File: src/rtl/ctc_word_seq.sv
// A&R serial-bus word sequencer: 56-bit-time frame, serial instruction broadcast,
// word-select window and carry capture. Optional sticky carry via CARRY_STICKY_EN.
module ctc_word_seq #(
  parameter int WORD_LEN   = 56,
  parameter int SYNC_FIRST = 45
) (
  input  logic       cph2,
  input  logic       rst_n,
  input  logic       instr_valid,
  input  logic [9:0] instr,
  output logic       instr_ready,
  input  logic [3:0] ptr,
  input  logic       carry_in,
  input  logic       carry_clr,
  output logic       sync,
  output logic       is,
  output logic       ws,
  output logic [5:0] bit_time,
  output logic       carry_flag,
  output logic       carry_vld
);

  localparam logic [5:0] LAST = 6'(WORD_LEN - 1);
  localparam logic [5:0] SF   = 6'(SYNC_FIRST);
  localparam logic [5:0] SL   = 6'(SYNC_FIRST + 9);
  localparam logic [5:0] RDY  = 6'(SYNC_FIRST - 1);

  // Handshake: instr_ready is high only at bit time 44; an instruction is
  // transferred on the cph2 edge ending a cycle with instr_valid && instr_ready.
  // Without a transfer the broadcast word is a NOP.

  logic [5:0] cnt, cnt_nxt;
  logic [9:0] bcast_r, bcast_nxt;
  logic [9:0] exec_r, exec_nxt;
  logic [3:0] exec_ptr, ptr_nxt;
  logic [3:0] d, idx;
  logic       sync_nxt, is_nxt, ws_nxt, flag_nxt;
  logic       unused_bits;

  assign bit_time = cnt;

  always_comb begin
    cnt_nxt   = (cnt == LAST) ? 6'd0 : cnt + 6'd1;
    bcast_nxt = bcast_r;
    exec_nxt  = exec_r;
    ptr_nxt   = exec_ptr;
    if (cnt == RDY) bcast_nxt = instr_valid ? instr : 10'h000;
    if (cnt == LAST) begin
      exec_nxt = bcast_r;
      ptr_nxt  = ptr;
    end

    // Outputs are decoded from the next count so they leave flops cleanly.
    sync_nxt = (cnt_nxt >= SF) && (cnt_nxt <= SL);
    idx      = 4'(cnt_nxt - SF);
    is_nxt   = sync_nxt ? bcast_nxt[idx] : 1'b0;

    d = cnt_nxt[5:2];
    case (exec_nxt[4:2])
      3'd0:    ws_nxt = (d == ptr_nxt);
      3'd1:    ws_nxt = (d >= 4'd3) && (d <= 4'd12);
      3'd2:    ws_nxt = (d <= 4'd2);
      3'd3:    ws_nxt = 1'b1;
      3'd4:    ws_nxt = (d <= ptr_nxt);
      3'd5:    ws_nxt = (d >= 4'd3);
      3'd6:    ws_nxt = (d == 4'd2);
      default: ws_nxt = (d == 4'd13);
    endcase
    if (exec_nxt[1:0] != 2'b10) ws_nxt = 1'b0;

    // The pending carry is carry_in as sampled on the edge leaving bit time 55;
    // it lands in carry_flag so that flag and carry_vld are both seen at bit time 0.
    flag_nxt = carry_flag;
    if (cnt == LAST) begin
`ifdef CARRY_STICKY_EN
      flag_nxt = carry_clr ? carry_in : (carry_flag | carry_in);
`else
      flag_nxt = carry_in;
`endif
    end
  end

`ifdef CARRY_STICKY_EN
  assign unused_bits = ^exec_r[9:5];
`else
  assign unused_bits = ^{exec_r[9:5], carry_clr};
`endif

  always_ff @(posedge cph2 or negedge rst_n) begin
    if (!rst_n) begin
      cnt         <= 6'd0;
      bcast_r     <= 10'h000;
      exec_r      <= 10'h000;
      exec_ptr    <= 4'd0;
      sync        <= 1'b0;
      is          <= 1'b0;
      ws          <= 1'b0;
      instr_ready <= 1'b0;
      carry_flag  <= 1'b0;
      carry_vld   <= 1'b0;
    end else begin
      cnt         <= cnt_nxt;
      bcast_r     <= bcast_nxt;
      exec_r      <= exec_nxt;
      exec_ptr    <= ptr_nxt;
      sync        <= sync_nxt;
      is          <= is_nxt;
      ws          <= ws_nxt;
      instr_ready <= (cnt_nxt == RDY);
      carry_flag  <= flag_nxt;
      carry_vld   <= (cnt == LAST);
    end
  end

endmodule

File: config.mk
export PLATFORM = sky130hd
export DESIGN_NAME = ctc_word_seq
export DESIGN_NICKNAME = d
export VERILOG_FILES = /design/src/rtl/ctc_word_seq.sv
export SDC_FILE = /design/constraint.sdc
export NUM_CORES = 1
export LEC_CHECK = 0
export ABC_AREA = 1
export CELL_PAD_IN_SITES_DETAIL_PLACEMENT = 0
export CELL_PAD_IN_SITES_GLOBAL_PLACEMENT = 1
export CORE_ASPECT_RATIO = 1.25
export CORE_MARGIN = 3
export CORE_UTILIZATION = 42
export CTS_CLUSTER_SIZE = 30
export DETAILED_ROUTE_END_ITERATION = 8
export GPL_TIMING_DRIVEN = 0
export PLACE_DENSITY = 0.84
export SYNTH_ARGS = -nofsm -noshare
export SYNTH_HDL_FRONTEND = slang
export SYNTH_SLANG_ARGS = --single-unit
File: constraint.sdc
create_clock -name cph2 -period 3.9 [get_ports cph2]
set_clock_uncertainty 0.2 [all_clocks]
set_input_delay 0.975 -clock cph2 [delete_from_list [all_inputs] [get_ports cph2]]
set_output_delay 0.975 -clock cph2 [all_outputs]
set_load 0.02 [all_outputs]
* Yosys cells after proc, flatten, opt, wreduce, memory -nomap -nowiden
Cells that the tools add are included.
** Word-level totals
- Bits in registers :: 31
- Word-level logic and storage cells :: 45
- Input bits :: 19
** Cells by class
- Eq/ne operators :: 13
- Mux-type cells :: 10
- Reductions and logical operators :: 3
- Add/subtract/negate cells :: 2
- $lt $le $gt $ge :: 7
** Operator list (number)
- two-way mux 10 bit :: 2
- equality test 6 bit (second input constant) :: 3
- equality test 3 bit (second input constant) :: 3
- case mux 1 bit (7 select lines) :: 1
- adder 6 x 1 -> 6 bit (second input constant) :: 1
- equality test 3 x 2 -> 1 bit (second input constant) :: 2
- >= comparator 6 bit (second input constant) :: 1
- less-or-equal comparator 6 bit (second input constant) :: 1
- two-way mux 6 bit :: 1
- < comparator 4 x 5 -> 1 bit (second input constant) :: 1
- two-way mux 5 bit :: 1
- binary-select mux 1 bit (select 4 bit) :: 1
- equality test 4 x 2 -> 1 bit (second input constant) :: 1
- equality test 4 bit :: 1
- equality test 4 bit (second input constant) :: 1
- >= comparator 4 x 2 -> 1 bit (second input constant) :: 1
- less-or-equal comparator 4 x 2 -> 1 bit (second input constant) :: 1
- less-or-equal comparator 4 bit :: 1
- less-or-equal comparator 4 bit (second input constant) :: 1
- two-way mux 4 bit :: 1
- subtractor 4 bit (second input constant) :: 1
- equality test 3 x 1 -> 1 bit (second input constant) :: 1
- logical NOT 3 bit :: 1
- two-way mux 1 bit :: 3
- other kinds (2) :: 3

* Longest topological paths before layout
- Word-level depth :: 6
- Gate-level depth with buffers :: 14
- Mapped depth without buffers :: 14

* Worst setup path before layout
OpenSTA, ideal clock, no wires.
- Path type :: register -> register
- From :: register cnt[0] (netlist: bit_time[0])
- To :: register ws
- Data arrival time :: 2202 ps
- Stages on the path, launching flop included :: 15
- Data required time :: 3629 ps
- Path slack :: 1427 ps
- Path buffers :: 1
- Cells stage by stage :: dfrtp_1 > ha_1 > nand2_1 > nor2_2 > nand2_2 > buf_4 > o21ai_0 > ha_1 > inv_1 > o21bai_1 > nand4_1 > nand2_1 > a21oi_1 > nor2_1 > nor2_1
** On the way
- Word-level cells in the longest chain between the ends :: 6
- Elaborated cells between the ends (all ways) :: 23
** RTL lines
- start, declared :: line 32 : logic [5:0] cnt, cnt_nxt;
- start signal, assigned :: line 102 : cnt <= cnt_nxt;
- adder 6 x 1 -> 6 bit / equality test 6 bit (equally long branches) :: line 43, 48
- two-way mux 6 bit :: line 43 : cnt_nxt = (cnt == LAST) ? 6'd0 : cnt + 6'd1;
- >= comparator 4 x 2 -> 1 bit / less-or-equal comparator 4 bit (equally long branches) :: line 61, 65
- logical AND 1 bit :: line 61 : 3'd1: ws_nxt = (d >= 4'd3) && (d <= 4'd12);
- case mux 1 bit (7 select lines) :: line 59 : case (exec_nxt[4:2])
- two-way mux 1 bit (*) :: line 69 : if (exec_nxt[1:0] != 2'b10) ws_nxt = 1'b0;
- named net ws_nxt :: line 37 : logic sync_nxt, is_nxt, ws_nxt, flag_nxt;
- end signal, assigned :: line 108 : ws <= ws_nxt;
- end, declared :: line 17 : output logic ws,
The timed path passes the listed nets; every way through them passes the cells marked *.
A chain may end at the register's enable or synchronous reset.

* Worst setup path after layout
Ends and elaborated chain as after synthesis.

==> results.md <==
* Mux contribution to synthesized area at 0%
* Max-cap violation count at 0
* Fillers at 435
* Syn-to-layout area delta at 25.2%
* First-pass GRT wire length at about 6800 µm
* Tmin final at 2.66 ns
* Pleak at 1.17 nW
* Largest net degree at the start of global routing at 32
* Critical setup path kind: register to register
* Crit Path Max Fanout at 10
* Largest family of logic cells by synthesized area: simple AND/OR/NAND/NOR gates
* Post-Syn Area at roughly 0.0018 mm²
* Clk slew on worst S/H paths at about 0.06 ns
* CTS Buf Count at 5
* Worst EP required at 3.88 ns
* Commonest non-fill, non-tap cells in the layout: nand2_1, inv_1, dfrtp_1
* Crit. End Element: register
* HP Class: register to register
* CTS hold repair buffers at 0
* Yosys Warn Count at 0
* Unrepaired setup endpoints after global routing: false
* Critical Path Source Type: register
* Via density at 4.65
* Total power at 0.699 mW
* Starting Density at 44.1%
* DRC Markers at 0
* Fin util at 55.2%
* FP Rows at 26
* Layout cell share with drive strength beyond 1 at 22.6%
* Hold Vio Cnt, Final at 0
* Crit share post-route at 68.1%
* GR Util All Layers at 17.2%
* Post-Synthesis Cells at 225
* Register area share after synthesis at 42.2%
* Worst skew pair latency at 0.29 ns
* Post-CTS setup buffers at 0
* Post-synthesis compound-gate area fraction at 9.88%
* Routed vias at 1,474
* Outcome: complete, no violations
* Fmax at 0.377 GHz
* Pwr/cell area at ~300 mW/mm²
* Antenna Cells at 0
* Post-synth cell types at 27
* Post-synth ARST share at between 90% and 100%
* DIE AREA at 0.00521 mm²
* # IOs at 31
* Overflow left after global routing at 0
* Data arrival, critical path at 2.63 ns
* Vias in the first global route at between 1,000 and 1,500
* Slew Limit Fails at 0
* Die H at 79.9 µm
* Initial antenna violation count at 0
* Bufs on Longest Clock Path at 2
* Core box area at 0.00416 mm²
* Layout Nets at 285
* Syn nets at 250
* DP HPWL at 2880 µm
* Min Hold Slack at between 0.2 and 0.3 ns
* Peak supply drop at about 0.00033 V
* Chip width at around 65 µm
* Final setup fails at 0
* Post_cts resized at 0
* Fraction of the mapped netlist area in adder cells at 4.09%
* First-pass detailed-route iteration total at 4
* Iter 0 DRT Violations at 33
* Synth Flop Type: dfrtp_1
* Post-Synth Simple-Gate Area at 32.5%
* Commonest non-fill, non-tap cell in the layout: nand2_1
* IO buf count at 28
* Post-synth EDFFs at 0
* #FFs+latches synth at 31
* Routability cong. at 0.799
* Routed Antenna Nets at 0
* Clk sinks at 31
* Routed wire length at about 3800 µm
* Worst-Margin Slew at 0.685 ns
* Setup TNS at 0 ns
* Root Buffer Master: clkbuf_8
* Synth Area in XOR/XNOR at less than 1%
* Post-DR wirelength/cell at 12.1 µm
* TritonCTS clock tree: yes
* Syn avg cell area at 8.16 µm²
* H-tree depth at 2
* Worst rel slew slack at 54.3%
## area by class of cell
class	instances	area [µm²]	share of cell area, %
Buffer	5	45.0	1.96
Clock buffer	6	82.6	3.59
Clock inverter	2	35.0	1.52
Inverter	41	154	6.69
Multi-Input combinational cell	148	862	37.5
Sequential cell	31	776	33.7
Tap cell	56	70.1	3.05
Timing Repair Buffer	28	275	12.0
## cell usage after synthesis, types with 2 or more instances
cell,number,area [µm²]
nand3_2,9,90.1
a21oi_1,2,10.0
dfrtp_1,31,776
ha_1,6,75.1
o21bai_1,2,15.0
nand2_1,42,158
nor2_1,18,67.6
o21ai_2,11,96.3
inv_1,37,139
or2_2,5,31.3
nand4_1,5,31.3
nand2_2,7,43.8
nor2_2,7,43.8
o21ai_0,8,40.0
buf_6,2,22.5
nand3_1,17,85.1
buf_4,3,22.5
inv_2,4,15.0
## metrics by stage
step | instances | worst slack (ns) | area (µm²)
after floorplan | 225 | 1.43 | 1840
after global placement | 309 | 1.02 | 2190
after CTS | 317 | 1.20 | 2300
after detailed placement | 309 | 1.16 | 2180
after global routing | 317 | 0.929 | 2300
final | 317 | 1.24 | 2300
## report_power, final
group / switching (mW) / leakage [nW] / internal [mW] / total [mW]
sequential: 0.00209 / 0.386 / 0.327 / 0.329
combinational: 0.0191 / 0.720 / 0.0204 / 0.0395
clock: 0.124 / 0.0612 / 0.207 / 0.330
## final timing paths
check / from / end / slack (ns) / cells after the start
max: bit_time[0] / ws / 1.24 / 14
min: carry_flag / carry_flag / 0.28 / 2
max reg2reg: bit_time[0] / ws / 1.24 / 14
min reg2reg: carry_flag / carry_flag / 0.28 / 2
max in group asynchronous: rst_n / bcast_r[8] / 2.54 / 1
min in group asynchronous: rst_n / exec_ptr[0] / 0.52 / 1
## critical path: stages (launching register included)
cell and delay [ns]:
dfrtp_1 0.46, ha_1 0.28, nand3_1 0.15, nor2_2 0.16
buf_4 0.20, or2_2 0.12, o21ai_0 0.10, ha_1 0.32
inv_1 0.04, o21bai_1 0.12, nand4_1 0.11, nand2_1 0.06
a21oi_1 0.05, nor2_1 0.12, nor2_1 0.05
## flip-flops by register name (all words and copies together) (netlist names)
register	flops
bcast_r	10
bit_time	6
carry_flag	1
carry_vld	1
exec_ptr	4
exec_r	5
instr_ready	1
is	1
sync	1
ws	1
## cells by family (layout without fill, tap and decap cells)
group,after synthesis,after routing
and+or+nand+nor,115,115
adders and majority gates,6,6
DFF,31,31
AOI/OAI and AO/OA,26,26
xor gates and xnor gates,1,1
buffers and inverters,46,82
## metal layers
layer | share of wire [%] | track usage [%] | up-vias | routed length (µm)
met5 | 0 | 0 | - | 0
met4 | 1.3 | 6.85 | 0 | 49
met3 | 3.4 | 3.94 | 4 | 131
met2 | 49 | 28.4 | 24 | 1900
met1 | 46 | 21.7 | 665 | 1760
li1 | - | - | 781 | -
Note: power is estimated with default switching activity, not from simulation.
==> RTL change 1: new RTL, config.mk and constraints unchanged <==
Put one more register stage on the output `sync`, without a reset. The value now appears one clock later. The other outputs are not delayed to match.
--- a/src/rtl/ctc_word_seq.sv
+++ b/src/rtl/ctc_word_seq.sv
@@ -26,2 +26,4 @@
   localparam logic [5:0] RDY  = 6'(SYNC_FIRST - 1);
+
+  logic sync_s0;
 
@@ -94,3 +96,3 @@
       exec_ptr    <= 4'd0;
-      sync        <= 1'b0;
+      sync_s0     <= 1'b0;
       is          <= 1'b0;
@@ -105,3 +107,3 @@
       exec_ptr    <= ptr_nxt;
-      sync        <= sync_nxt;
+      sync_s0     <= sync_nxt;
       is          <= is_nxt;
@@ -114,2 +116,6 @@
 
+  always_ff @(posedge cph2) begin
+    sync <= sync_s0;
+  end
+
 endmodule
Behaviour: no difference found for any inputs over 10 cycles, from zero or initial values and one cycle with rst_n low; that may be too few to reach the edited logic, so the function may still have changed.
==> RTL change 1 against the original RTL <==
Worst setup slack worse by 0.0020 ns. Wire length fell by 0.91%. First-iteration DRC count is 21% higher. Core utilization fell by 0.39 points. Area after synthesis up 1.1%. Highest routed layer unchanged. Total power fell by 11%. Cell area fell by 0.71%. Combinational power barely moved. Sequential cell count up 1.
==> RTL change 1: results (changes against the original RTL) <==
{| class="wikitable"
! Metric !! Value
|-
| Status || finished, final reports clean (unchanged)
|-
| Dominant register cell in the synthesized netlist || sky130_fd_sc_hd__dfrtp_1 (unchanged)
|-
| First-pass GRT wire length || 6713 microns (was 6803 microns)
|-
| Number of buffers inserted during clock tree synthesis || 5 (unchanged)
|-
| Fraction of final layout cells sized beyond drive strength 1 || 21.76% (was 22.61%)
|-
| Synthesized netlist net count || 251 (was 250)
|-
| Largest fanout on the critical path || 10 (unchanged)
|-
| Signal arrival time at the worst endpoint || 2.62 ns (was 2.63 ns)
|-
| Ys async rst share || 96.88% (was 100.0%)
|-
| Hold Path Cell Cnt || 0 (was 2)
|-
| XOR/XNOR share of the synthesized area || 0.4717% (was 0.4768%)
|-
| Origin of the worst setup path || bit_time[0] (unchanged)
|-
| DRC marker count from the first detailed-route iteration || 40 (was 33)
|-
| Postcts setup bufs || 0 (unchanged)
|-
| Per-cell via count in the routed design || 4.711 (was 4.650)
|-
| Seq/Total Area, Yosys || 42.86% (was 42.23%)
|-
| Vias in the first global route || 1450 (was 1441)
|-
| Estimated wirelength of the detail-placed design || 2917 microns (was 2883 microns)
|-
| Net count of the finished layout || 286 (was 285)
|-
| Post-Synth Adder-Cell Area || 4.043% (was 4.087%)
|-
| Number of antenna diodes || 0 (unchanged)
|-
| Leakage power figure || 1.156 nW (was 1.167 nW)
|-
| Placed cells || 310 (was 309)
|-
| Peak supply drop || 0.2313 mV (was 0.3259 mV)
|-
| Master cell of the clock root buffer || sky130_fd_sc_hd__clkbuf_8 (unchanged)
|-
| Endpoint with the worst hold slack || sync (was carry_flag)
|-
| Global-route usage over all layers || 16.48% (was 17.20%)
|-
| Initial antenna violation count || 0 (unchanged)
|-
| P_sw || 0.0001393 W (was 0.0001447 W)
|-
| Per-cell routed wire length || 11.94 microns (was 12.09 microns)
|-
| Average instance area after synthesis || 8.216 sq um (was 8.163 sq um)
|-
| Reg clk slew, reported paths || 0.06 ns (about the same)
|-
| Combinational Power Share || 6.3% (was 5.7%)
|-
| Worst-margin pin slew || 0.6909 ns (was 0.6852 ns)
|-
| Power consumed by sequential cells || 0.000340 W (was 0.000329 W)
|-
| Global placement routability congestion || 0.7931 (was 0.7990)
|-
| Hold Startpoint || sync_s0 (was carry_flag)
|-
| Post-layout instance count excluding filler cells || 318 (was 317)
|-
| Count of TritonRoute iterations in the first routing pass || 5 (was 4)
|-
| Synth Area in Compound Gates || 9.771% (was 9.877%)
|-
| Final-layout fill cell count || 441 (was 435)
|-
| Flop-to-flop setup slack || 1.24 ns (about the same)
|-
| Critical R2R Capture || ws (unchanged)
|-
| Deepest level of the CTS H-tree || 2 (unchanged)
|-
| Worst hold slack || 0.1425 ns (was 0.2772 ns)
|-
| Number of distinct library cells after synthesis || 28 (was 27)
|-
| Top area cells in the synthesized netlist || sky130_fd_sc_hd__dfrtp_1, sky130_fd_sc_hd__nand2_1, sky130_fd_sc_hd__inv_1 (unchanged)
|}
RTL change 1: area by class of cell:
cell class	instances	area, sq um	area share [%]
plain buffers	5	45.04	1.973
clock buffers	7	76.32	3.342
clock inverters	1	5.005	0.2192
inverters	41	153.9	6.740
multi-input cells	148	862.1	37.75
flip-flops and latches	32	795.8	34.85
well taps	56	70.07	3.068
repair buffers	28	275.3	12.05
RTL change 1: layer usage:
metal	vias up	routed length, microns	track usage (%)
li1	783	-	-
met1	673	1726	20.25
met2	34	1904	28.37
met3	8	113	3.636
met4	0	53	5.394
met5	-	0	0
RTL change 1: through the flow:
step	setup slack (ns)	power [W]	area (sq um)	utilization, %
detailed placement	1.170	0.0003865	2202	52.88
floorplan	1.427	0.0003594	1857	-
CTS	1.197	0.0006327	2283	54.84
global placement	1.029	0.0003867	2207	53.00
global route	0.9432	0.0006524	2283	54.84
finish	1.242	0.0006222	2283	54.84
RTL change 1: critical path, cell delays in order, from the launching register on:
cell and delay, ns:
sky130_fd_sc_hd__dfrtp_1 0.47, sky130_fd_sc_hd__ha_1 0.28, sky130_fd_sc_hd__nand3_1 0.15, sky130_fd_sc_hd__nor2_2 0.18
sky130_fd_sc_hd__buf_4 0.20, sky130_fd_sc_hd__or2_2 0.11, sky130_fd_sc_hd__o21ai_0 0.11, sky130_fd_sc_hd__ha_1 0.32
sky130_fd_sc_hd__inv_1 0.04, sky130_fd_sc_hd__o21bai_1 0.11, sky130_fd_sc_hd__nand4_1 0.10, sky130_fd_sc_hd__nand2_1 0.06
sky130_fd_sc_hd__a21oi_1 0.06, sky130_fd_sc_hd__nor2_1 0.11, sky130_fd_sc_hd__nor2_1 0.05
==> RTL change 2: new RTL, same settings <==
Made on the original files. The option `CARRY_STICKY_EN` is turned on by a define.
--- a/src/rtl/ctc_word_seq.sv
+++ b/src/rtl/ctc_word_seq.sv
@@ -2,2 +2,4 @@
 // word-select window and carry capture. Optional sticky carry via CARRY_STICKY_EN.
+`define CARRY_STICKY_EN
+
 module ctc_word_seq #(
Function: same outputs for any inputs over 10 cycles, from zero or initial values and one cycle with rst_n low; that may be too few to reach the edited logic, so the function may still have changed.
==> RTL change 2 against the original RTL <==
Worst hold slack gained 0.0087 ns. Cell area grew 0.87%. Total power shrank 11%. Sequential cell count is the same. Area after synthesis grew 2.2%. Clock power shrank 24%. Via count grew 0.88%. Wire length shrank 0.70%. Fmax grew 0.20%. Worst setup slack gained 0.0052 ns. Critical path type unchanged.
==> RTL change 2: results (changes against the original RTL) <==
{| class="wikitable"
! Metric !! Value
|-
| Peak supply drop || 0.1683 mV (was 0.3259 mV)
|-
| Port Buffer Count || 29 (was 28)
|-
| Master cell of the clock root buffer || sky130_fd_sc_hd__clkbuf_8 (unchanged)
|-
| Fraction of final layout cells sized beyond drive strength 1 || 24.23% (was 22.61%)
|-
| Count of TritonRoute iterations in the first routing pass || 4 (unchanged)
|-
| Synthesized netlist net count || 249 (was 250)
|-
| Ys async rst share || 100.0% (unchanged)
|-
| Synth Instances || 224 (was 225)
|-
| Global placement routability congestion || 0.7932 (was 0.7990)
|-
| First-pass GRT wire length || 6706 microns (was 6803 microns)
|-
| Commonest cells in the synthesized netlist || sky130_fd_sc_hd__nand2_1, sky130_fd_sc_hd__inv_1, sky130_fd_sc_hd__dfrtp_1 (unchanged)
|-
| Placed Area || 2232 sq um (was 2182 sq um)
|-
| Routed Wire Length || 3806 microns (was 3833 microns)
|-
| Setup slack at placement || 1.170 ns (was 1.158 ns)
|-
| Fin Setup TNS || 0 ns (unchanged)
|-
| Status || finished, final reports clean (unchanged)
|-
| Number of buffers inserted during clock tree synthesis || 5 (unchanged)
|-
| Signal arrival time at the worst endpoint || 2.62 ns (was 2.63 ns)
|-
| Global-route usage over all layers || 16.75% (was 17.20%)
|-
| Worst-margin pin slew || 0.7060 ns (was 0.6852 ns)
|-
| Pin count of the biggest net entering global routing || 32 (unchanged)
|-
| Number of distinct library cells after synthesis || 30 (was 27)
|-
| Estimated wirelength of the detail-placed design || 2918 microns (was 2883 microns)
|-
| DRC marker count from the first detailed-route iteration || 30 (was 33)
|-
| Placed cells || 309 (unchanged)
|-
| Seq/Total Area, Yosys || 41.33% (was 42.23%)
|-
| Routed via count || 1487 (was 1474)
|-
| Register with the most flip-flops || bcast_r (unchanged)
|-
| Top area cells in the synthesized netlist || sky130_fd_sc_hd__dfrtp_1, sky130_fd_sc_hd__nand2_1, sky130_fd_sc_hd__inv_1 (unchanged)
|-
| Final-layout fill cell count || 405 (was 435)
|-
| Latest clock arrival within the worst-skew pair || 0.27 ns (was 0.29 ns)
|-
| Leakage power figure || 1.172 nW (was 1.167 nW)
|}
## RTL change 2: final timing paths
check | start | to | slack (ns) | depth (start not counted)
min | exec_ptr[0] | exec_ptr[0] | 0.29 | 2
min in group asynchronous | rst_n | exec_ptr[0] | 0.55 | 1
max reg2reg | bit_time[0] | ws | 1.25 | 14
min reg2reg | exec_ptr[0] | exec_ptr[0] | 0.29 | 2
max | bit_time[0] | ws | 1.25 | 14
max in group asynchronous | rst_n | bcast_r[6] | 2.50 | 1
## RTL change 2: power by group
group	internal (W)	leakage (nW)	switching [W]	total [W]
Combinational	0.0000216	0.733	0.0000194	0.0000410
Sequential	0.000327	0.391	0.00000186	0.000329
Clock	0.000138	0.0470	0.000113	0.000251
Total	0.000487	1.17	0.000134	0.000621
## RTL change 2: cells by family (layout without fill, tap and decap cells)
kind of cell / after synthesis / in the layout / synth area share (%)
AOI/OAI and AO/OA: 27 / 27 / 10.27
adders and majority gates: 6 / 6 / 4.000
DFF: 31 / 31 / 41.33
buffers and inverters: 46 / 82 / 11.20
and+or+nand+nor: 113 / 113 / 32.73
xor gates and xnor gates: 1 / 1 / 0.4668
## RTL change 2: final cells by class
cell class                 instances  area [sq um]  share of cell area, %
buffer                             5         56.30                  2.427
sequential                        31         775.7                  33.44
tap                               56         70.07                  3.021
clock inverter                     1         5.005                 0.2158
clock buffer                       6         82.58                  3.560
inverter                          41         153.9                  6.634
multi-input combinational        147         890.9                  38.40
timing repair buffer              29         285.3                  12.30
## RTL change 2: worst max-delay path: stages (launching register included)
cell and delay [ns]:
sky130_fd_sc_hd__dfrtp_1 0.47, sky130_fd_sc_hd__ha_1 0.27, sky130_fd_sc_hd__nand3_1 0.17, sky130_fd_sc_hd__nor2_4 0.17, sky130_fd_sc_hd__buf_6 0.15, sky130_fd_sc_hd__or2_2 0.10, sky130_fd_sc_hd__o21ai_0 0.10, sky130_fd_sc_hd__ha_1 0.32
sky130_fd_sc_hd__inv_1 0.04, sky130_fd_sc_hd__o21bai_1 0.11, sky130_fd_sc_hd__nand4_1 0.10, sky130_fd_sc_hd__nand2_1 0.09, sky130_fd_sc_hd__a21oi_2 0.06, sky130_fd_sc_hd__nor2_1 0.12, sky130_fd_sc_hd__nor2_1 0.05
## RTL change 2: routing by layer
layer	up-vias	wire length, microns	global-route usage (%)
li1	782	-	-
met1	671	1691	21.15
met2	28	1911	28.49
met3	6	131	2.905
met4	0	70	6.224
met5	-	0	0
